--- config.mk ---
export PLATFORM = sky130hd
export DESIGN_NAME = mem_access_unit
export DESIGN_NICKNAME = d
export VERILOG_FILES = /design/src/rtl/mem_access_unit.sv
export SDC_FILE = /design/constraint.sdc
export NUM_CORES = 1
export LEC_CHECK = 0
export BUFFER_PORTS_ARGS = -buffer_cell sky130_fd_sc_hd__buf_2
export CAP_MARGIN = 5
export CELL_PAD_IN_SITES_DETAIL_PLACEMENT = 1
export CELL_PAD_IN_SITES_GLOBAL_PLACEMENT = 1
export CORE_UTILIZATION = 42
export DETAILED_ROUTE_END_ITERATION = 6
export GPL_TIMING_DRIVEN = 0
export PLACE_DENSITY_LB_ADDON = 0.12
export SYNTH_ARGS = -nofsm -noshare
export SYNTH_HDL_FRONTEND = slang
export SYNTH_SLANG_ARGS = --single-unit
export TNS_END_PERCENT = 30
--- constraint.sdc ---
create_clock -name clk -period 4.2 [get_ports clk]
set_input_delay 0.42 -clock clk [delete_from_list [all_inputs] [get_ports clk]]
set_output_delay 0.42 -clock clk [all_outputs]
set_load 0.01 [all_outputs]
--- src/rtl/mem_access_unit.sv ---
// Load/store front end: turns one byte-addressed request into 8-byte-aligned
// memory beats with lane masks, and merges/extends load data from those beats.
module mem_access_unit #(
  parameter bit PROBE_SPLIT_STORES = 1'b1
) (
  input  logic        clk,
  input  logic        rst_n,
  input  logic        req_valid,
  output logic        req_ready,
  input  logic [63:0] req_addr,
  input  logic        req_store,
  input  logic [1:0]  req_size,
  input  logic        req_unsigned,
  input  logic [63:0] req_wdata,
  output logic        rsp_valid,
  input  logic        rsp_ready,
  output logic [63:0] rsp_data,
  output logic        rsp_fault,
  output logic [63:0] mem_addr,
  output logic [63:0] mem_data,
  output logic        mem_wren,
  output logic [7:0]  mem_mask,
  input  logic [63:0] mem_resp,
  input  logic        mem_exc
);

  typedef enum logic [2:0] {IDLE, PROBE, LO, HI, RESP} state_t;

  state_t      state_reg, state_next;
  logic [63:0] addr_reg, addr_next;
  logic [63:0] wdata_reg, wdata_next;
  logic        store_reg, store_next;
  logic [1:0]  size_reg, size_next;
  logic        uns_reg, uns_next;
  logic [63:0] acc_reg, acc_next;
  logic        fault_reg, fault_next;
  logic [63:0] rdata_reg, rdata_next;

  logic [2:0]  off;
  logic [63:0] base_addr, hi_addr;
  logic [4:0]  lane_end;
  logic [15:0] m16;
  logic        split, req_split, beat_write;
  logic [6:0]  lo_shift, hi_shift;
  logic [63:0] lo_wdata, hi_wdata, lo_lane, hi_lane;

  assign off       = addr_reg[2:0];
  assign base_addr = {addr_reg[63:3], 3'b000};
  assign hi_addr   = base_addr + 64'd8;
  assign lane_end  = {2'b00, off} + (5'd1 << size_reg);

  // Byte lane i of the 16-byte window [base, base+16) is touched when off <= i < off+size.
  genvar gi;
  generate
    for (gi = 0; gi < 16; gi++) begin : g_lane
      assign m16[gi] = (5'(gi) >= {2'b00, off}) && (5'(gi) < lane_end);
    end
  endgenerate

  assign split      = |m16[15:8];
  assign req_split  = ({2'b00, req_addr[2:0]} + (5'd1 << req_size)) > 5'd8;
  assign lo_shift   = {1'b0, off, 3'b000};
  // Only meaningful when split, which implies off >= 1, so the shift stays below 64.
  assign hi_shift   = 7'd64 - lo_shift;
  assign lo_wdata   = wdata_reg << lo_shift;
  assign hi_wdata   = wdata_reg >> hi_shift;
  assign lo_lane    = mem_resp >> lo_shift;
  assign hi_lane    = mem_resp << hi_shift;
  assign beat_write = store_reg && !mem_exc;

  assign rsp_data  = rdata_reg;
  assign rsp_fault = fault_reg;

  function automatic logic [63:0] extend(input logic [63:0] v, input logic [1:0] sz,
                                         input logic uns);
    logic [63:0] r;
    case (sz)
      2'd0:    r = {{56{~uns & v[7]}},  v[7:0]};
      2'd1:    r = {{48{~uns & v[15]}}, v[15:0]};
      2'd2:    r = {{32{~uns & v[31]}}, v[31:0]};
      default: r = v;
    endcase
    return r;
  endfunction

  always_ff @(posedge clk or negedge rst_n) begin
    if (!rst_n) begin
      state_reg <= IDLE;
      addr_reg  <= '0;
      wdata_reg <= '0;
      store_reg <= 1'b0;
      size_reg  <= '0;
      uns_reg   <= 1'b0;
      acc_reg   <= '0;
      fault_reg <= 1'b0;
      rdata_reg <= '0;
    end else begin
      state_reg <= state_next;
      addr_reg  <= addr_next;
      wdata_reg <= wdata_next;
      store_reg <= store_next;
      size_reg  <= size_next;
      uns_reg   <= uns_next;
      acc_reg   <= acc_next;
      fault_reg <= fault_next;
      rdata_reg <= rdata_next;
    end
  end

  // Memory-side outputs are pure decodes of state so an async reset kills a write at once.
  always_comb begin
    state_next = state_reg;
    addr_next  = addr_reg;
    wdata_next = wdata_reg;
    store_next = store_reg;
    size_next  = size_reg;
    uns_next   = uns_reg;
    acc_next   = acc_reg;
    fault_next = fault_reg;
    rdata_next = rdata_reg;
    req_ready  = 1'b0;
    rsp_valid  = 1'b0;
    mem_addr   = '0;
    mem_data   = '0;
    mem_wren   = 1'b0;
    mem_mask   = '0;
    case (state_reg)
      IDLE: begin
        req_ready = 1'b1;
        if (req_valid) begin
          addr_next  = req_addr;
          wdata_next = req_wdata;
          store_next = req_store;
          size_next  = req_size;
          uns_next   = req_unsigned;
          acc_next   = '0;
          fault_next = 1'b0;
          rdata_next = '0;
          state_next = (req_store && req_split && PROBE_SPLIT_STORES) ? PROBE : LO;
        end
      end
      PROBE: begin
        mem_addr = hi_addr;
        if (mem_exc) begin
          fault_next = 1'b1;
          state_next = RESP;
        end else begin
          state_next = LO;
        end
      end
      LO: begin
        mem_addr = base_addr;
        mem_wren = beat_write;
        if (beat_write) begin
          mem_mask = m16[7:0];
          mem_data = lo_wdata;
        end
        acc_next = lo_lane;
        if (mem_exc) begin
          fault_next = 1'b1;
          state_next = RESP;
        end else if (split) begin
          state_next = HI;
        end else begin
          rdata_next = store_reg ? '0 : extend(lo_lane, size_reg, uns_reg);
          state_next = RESP;
        end
      end
      HI: begin
        mem_addr = hi_addr;
        mem_wren = beat_write;
        if (beat_write) begin
          mem_mask = m16[15:8];
          mem_data = hi_wdata;
        end
        if (mem_exc) begin
          fault_next = 1'b1;
          rdata_next = '0;
        end else begin
          rdata_next = store_reg ? '0 : extend(acc_reg | hi_lane, size_reg, uns_reg);
        end
        state_next = RESP;
      end
      RESP: begin
        rsp_valid = 1'b1;
        if (rsp_ready) state_next = IDLE;
      end
      default: state_next = IDLE;
    endcase
  end

endmodule

==> flow_metrics.tcl, run 1 <==
set metrics [dict create \
    coreArea_mm2 0.0493 \
    num_rows 81 \
    power.density_mw_per_mm2 1030 \
    first_pass_iters 6 \
    antenna_found_initial 9 \
    io_pins 405 \
    grt_max_degree 103 \
    antenna_left 0 \
    r2r_end "rsp_data[61]$_DFFE_PN0P_" \
    relSlewSlack_pct 5.94 \
    critical-path-slowest-cell "buf_1" \
    ir_drop_mv 0.537 \
    slew_viol_final 0 \
    portBuffers 401 \
    ys_ff_latch 264 \
    hpwlAfterDp_um 95900 \
    sequentialPowerShare_pct 19.2 \
    fin_worst_skew_ns 0.0278 \
    start_kind "register" \
    clockBufferDepth 3 \
    wl_um 133000 \
    grt_first_pass_wirelength_um 186000 \
    synth_edf_count 0 \
    yosysWarnings 0 \
    synthFlopType "dfrtp_1" \
    ys_seq_area_share_pct 31.4 \
    r2r_slack_ns -0.15 \
    worst-path-max-fanout 10 \
    setup_viol 37 \
    hold_start "req_addr[8]" \
    crit_top_cell "nand2_1" \
    p_switching_mw 15.3 \
    dp_worst_setup_slack_ns -2.35 \
    synth_top_area_cell "dfrtp_1" \
    postSynthAreaPerCell_um2 7.86 \
    critPathArrivalTime_ns 3.95 \
    p_leak_nw 11.9 \
    hold_viol_final 0 \
    period_share_pct 104 \
    grt_pass1_vias 26500 \
    wl_per_cell_um 34.8 \
    reg2reg_from "addr_reg[0]$_DFFE_PN0P_" \
    grt_use_total_pct 50.9 \
    chipWidth_um 226 \
    endpoint_kind "output port" \
    violations "setup timing" \
    p_total_mw 26.6 \
    layout-drive-gt1-share_pct 23.9 \
    final_nets 3349 \
    drv_cap 0 \
    htreeDepth 2 \
    crit_type "reg -> out" \
    insertion_delay_ns 0.58 \
    design_area_mm2 0.0259 \
    dieArea_mm2 0.0511 \
    cts_root_buf "clkbuf_16" \
    gp_congestion 1.04 \
    vias 26800 \
    start_util_pct 42.8 \
    synthToLayoutAreaGrowth_pct 23.0 \
    timing.final.ws_setup_ns -0.170 \
    netlist_instances 2681 \
    critPathLaunch "addr_reg[2]$_DFFE_PN0P_" \
    yosys.area.top_type_share_pct 31.4 \
    viasPerCell 7.00 \
    route.detailed.drc 0 \
    grt-ovfl-total 0 \
    syn-cell-area_mm2 0.0211 \
    status "complete, but fails checks" \
    path_clk_slew_ns 0.06 \
    cts_num_sinks 264 \
    p_sw_share_pct 57.3 \
    drt_iter0_drc 3701 \
    cts_buffers 35 \
    critPathMaxStageDelay_ns 0.76 \
    tritoncts "built" \
    pwr-share-comb_pct 68.8 \
    p_clk_share_pct 12.1 \
    power.internal_mw 11.4 \
    dieHeight_um 226 \
    tightestPinTransition_ns 1.40 \
    holdPathEnd "addr_reg[8]$_DFFE_PN0P_" \
    post_dp_cell_area_mm2 0.0240 \
    max_freq_mhz 229 \
    async_flop_share_pct 100 \
    worst_ep_required_time_ns 3.78 \
    ff2ff_path_depth 14 \
    hp-class "in -> reg" \
    rsz0062_at_grt "true" \
    ys_top_cells_by_area "dfrtp_1, nand2_1, mux2i_1" \
    path_cells "buf_4 -> inv_1 -> buf_6 -> buf_1 -> clkbuf_1 -> nand2_1 -> o21ai_0 -> nand2_1 -> a21oi_1 -> buf_2" \
    fin_crit_ns 4.37 \
    ys_types 98 \
    hold_path_depth 3 \
    num-fill-cells 6151 \
]
worst max-delay path, delay by kind of cell (launching register included):
family | cells | cell delay, ns
simple gates | 2 | 0.17
buf+inv | 6 | 2.28
flops | 1 | 0.43
compound gates | 2 | 0.49
layout by cell type, fill, tap and decap left out, types with 43 or more instances in the layout:
cell and instances:
nand3_1 73, a22oi_1 72, mux2i_1 150, a211oi_1 49, clkbuf_1 102, a21oi_1 146
nor2_1 154, nand2_1 621, o21ai_0 228, buf_2 451, nor2b_1 43, dfrtp_1 263
Yosys cell counts (all sizes together), types with 29 or more instances:
cell	n
nor2	162
mux2i	157
o22ai	36
o21ai	241
nor3	38
mux2	41
clkbuf	128
a21oi	151
a211oi	50
nand2b	29
buf	110
dfrtp	264
nor2b	45
mux4	37
a22oi	73
nand2	622
nand3	78
final cells by class:
cell class / count / area [um^2] / area share, %
repair buffers: 424 / 2240 / 8.66
clock inverters: 15 / 179 / 0.690
diodes: 6 / 15.0 / 0.0579
well taps: 664 / 831 / 3.21
inverters: 26 / 111 / 0.430
clock buffers: 46 / 988 / 3.81
multi-input cells: 2155 / 13500 / 52.2
flip-flops and latches: 264 / 6610 / 25.5
plain buffers: 231 / 1420 / 5.46
worst max-delay path by stage:
stage	endpoint	slack, ns	cells after the start
2_1_floorplan	mem_data[28]	0.30	14
3_3_place_gp	mem_data[28]	-2.31	15
3_5_place_dp	mem_data[28]	-2.35	15
4_1_cts	mem_data[34]	0.001	10
5_1_grt	mem_data[16]	-0.1	7
6_report	mem_data[48]	-0.17	10
timing repair:
action                     CTS  global route
hold endpoints to repair    88             0
setup endpoints to repair  141            78
buffers inserted            12             8
pin swaps                    5             6
gates resized for setup    161            47
hold buffers                 1             0
cells by family after synthesis:
| family | synth area share, % |
|---|---|
| AO/OA/AOI/OAI | 24.9 |
| multiplexers | 13.6 |
| AND/OR/NAND/NOR | 23.3 |
| buffers and inverters | 5.51 |
| other | 0.0178 |
| adder cells (fa/ha/maj) | 0.689 |
| flip-flops | 31.4 |
| XOR/XNOR | 0.582 |
power groups by stage:
stage	combinational (mW)	sequential [mW]	clock, mW
after floorplan	9.46	4.52	0
after global placement	15.6	4.93	0
after detailed placement	15.9	4.99	0
after CTS	17.0	4.97	3.17
after global routing	18.6	5.15	3.26
final	18.3	5.11	3.22
routing by layer:
| metal | global-route usage (%) | part of all wire (%) | vias to the layer above |
|---|---|---|---|
| li1 | - | - | 10700 |
| met1 | 62.4 | 36 | 13200 |
| met2 | 74.5 | 42 | 2262 |
| met3 | 14.5 | 12 | 697 |
| met4 | 41.2 | 9.8 | 10 |
| met5 | 0 | 0.045 | - |
stage by stage:
stage	setup TNS (ns)	hold slack, ns	std cells	util, %
6_report	-1.92	0.0223	3831	52.6
2_1_floorplan	0	0.124	2683	-
5_1_grt	-0.524	0.0535	3826	52.6
4_1_cts	0	0.0286	3819	52.3
3_3_place_gp	-758.77	0.459	3748	48.5
3_5_place_dp	-216.79	0.464	3750	48.7
No activity file was read; power rests on OpenSTA's default activity.
==> inputs of run 2 (changes only) <==
--- a/config.mk
+++ b/config.mk
@@ -10,10 +10,11 @@
 export CELL_PAD_IN_SITES_DETAIL_PLACEMENT = 1
 export CELL_PAD_IN_SITES_GLOBAL_PLACEMENT = 1
 export CORE_UTILIZATION = 42
+export CTS_CLUSTER_DIAMETER = 40
 export DETAILED_ROUTE_END_ITERATION = 6
 export GPL_TIMING_DRIVEN = 0
 export PLACE_DENSITY_LB_ADDON = 0.12
 export SYNTH_ARGS = -nofsm -noshare
 export SYNTH_HDL_FRONTEND = slang
 export SYNTH_SLANG_ARGS = --single-unit
-export TNS_END_PERCENT = 30
+export TNS_END_PERCENT = 1
==> flow_metrics.tcl, run 2 (same netlist as run 1, synthesis figures left out) <==
set metrics [dict create \
    tns_ns -2.69 \
    grt_first_pass_wirelength_um 193000 \
    cts_root_buf "clkbuf_16" \
    timing.final.ws_setup_ns -0.160 \
    post_dp_cell_area_mm2 0.0240 \
    violations "setup timing" \
    layout-drive-gt1-share_pct 24.9 \
    relSlewSlack_pct 4.36 \
    cts_buffers 50 \
    hp-class "in -> reg" \
    crit_type "reg -> out" \
    fin_crit_ns 4.36 \
    rsz0062_at_grt "true" \
    final_common_cell "nand2_1" \
    insertion_delay_ns 0.62 \
    ir_drop_mv 0.477 \
    wl_um 137000 \
    critPathArrivalTime_ns 3.94 \
    num-fill-cells 6049 \
    hold_viol_final 0 \
    io_pins 405 \
    worst-path-max-fanout 10 \
    portBuffers 401 \
    grt_pass1_vias 27300 \
    hold_path_depth 3 \
    grt_use_total_pct 52.9 \
    hpwlAfterDp_um 95900 \
    ff2ff_path_depth 14 \
    p_leak_nw 12.2 \
    worst_ep_required_time_ns 3.78 \
    tritoncts "built" \
    status "complete, but fails checks" \
    endpoint_kind "output port" \
    vias 27000 \
    htreeDepth 2 \
    dieArea_mm2 0.0511 \
    chipWidth_um 226 \
    coreArea_mm2 0.0493 \
    antenna_left 0 \
    route.detailed.drc 0 \
    first_pass_iters 7 \
    design_area_mm2 0.0267 \
    start_kind "register" \
    viasPerCell 7.01 \
    slew_viol_final 0 \
    path_clk_slew_ns 0.06 \
    grt-ovfl-total 0 \
    gp_congestion 1.04 \
    dieHeight_um 226 \
    max_freq_mhz 229 \
    num_rows 81 \
    p_total_mw 28.3 \
    grt_max_degree 103 \
    wl_per_cell_um 35.4 \
    start_util_pct 42.8 \
    drv_cap 0 \
    power.density_mw_per_mm2 1060 \
    period_share_pct 104 \
    drt_iter0_drc 3798 \
    setup_viol 49 \
    final_nets 3363 \
    tightestPinTransition_ns 1.43 \
    antenna_found_initial 7 \
    cts_num_sinks 264 \
    fin_worst_skew_ns 0.0214 \
    clockBufferDepth 3 \
    final_cell_mix "nand2_1, buf_2, dfrtp_1" \
    synthToLayoutAreaGrowth_pct 26.7 \
]
run 2: what timing repair did:
item	4_1_cts	5_1_grt
gates resized for setup	167	50
hold endpoints to repair	89	0
setup endpoints to repair	143	91
pin swaps	5	9
hold buffers	2	0
setup buffers	8	6
run 2: stage by stage:
step           setup slack [ns]  hold slack, ns  util, %  cells
6_report                 -0.160         0.00228     54.2   3859
5_1_grt                  -0.140          0.0235     54.2   3856
4_1_cts                 -0.0753         0.00106     53.6   3849
3_5_place_dp              -2.35           0.464     48.7   3750
3_3_place_gp              -2.31           0.459     48.5   3748
2_1_floorplan             0.297           0.124        -   2683
run 2: where the power goes:
part	switching (mW)	internal, mW
Combinational	12.6	5.99
Sequential	1.54	3.60
Clock	1.60	2.94
Total	15.8	12.5
run 2: worst paths after layout:
kind	from	endpoint	slack (ns)
max	state_reg[0]$_DFFE_PN0P_	mem_data[38]	-0.16
min	req_addr[8]	addr_reg[8]$_DFFE_PN0P_	0.002
max reg2reg	addr_reg[0]$_DFFE_PN0P_	rsp_data[61]$_DFFE_PN0P_	-0.12
min reg2reg	acc_reg[49]$_DFFE_PN0P_	acc_reg[49]$_DFFE_PN0P_	0.48
max in group asynchronous	rst_n	wdata_reg[61]$_DFFE_PN0P_	2.74
min in group asynchronous	rst_n	rsp_data[36]$_DFFE_PN0P_	0.41
run 2: layer usage:
layer	wire length, um	GRT usage, %	vias up	part of all wire, %
met5	50	0	-	0.037
met4	13200	44.0	8	9.7
met3	16700	17.4	742	12
met2	57500	77.5	2294	42
met1	49100	62.7	13300	36
li1	-	-	10700	-
run 2: critical path: stages (launching register included):
cell      delay (ns)
dfrtp_1         0.44
nor2_1          0.19
and2_1          0.15
clkbuf_1        0.50
clkbuf_1        0.62
clkbuf_1        0.68
o21ai_0         0.29
a21oi_2         0.27
buf_2           0.18
run 2: area by class of cell:
class                      instances  area, um^2  share of cell area [%]
tap                              664         831                    3.11
buffer                           234        1480                    5.55
antenna                            3        7.51                  0.0281
timing repair buffer             420        2220                    8.32
clock inverter                    34         490                    1.84
multi-input combinational       2155       13600                    50.9
inverter                          26         111                   0.417
clock buffer                      59        1360                    5.08
sequential                       264        6610                    24.8
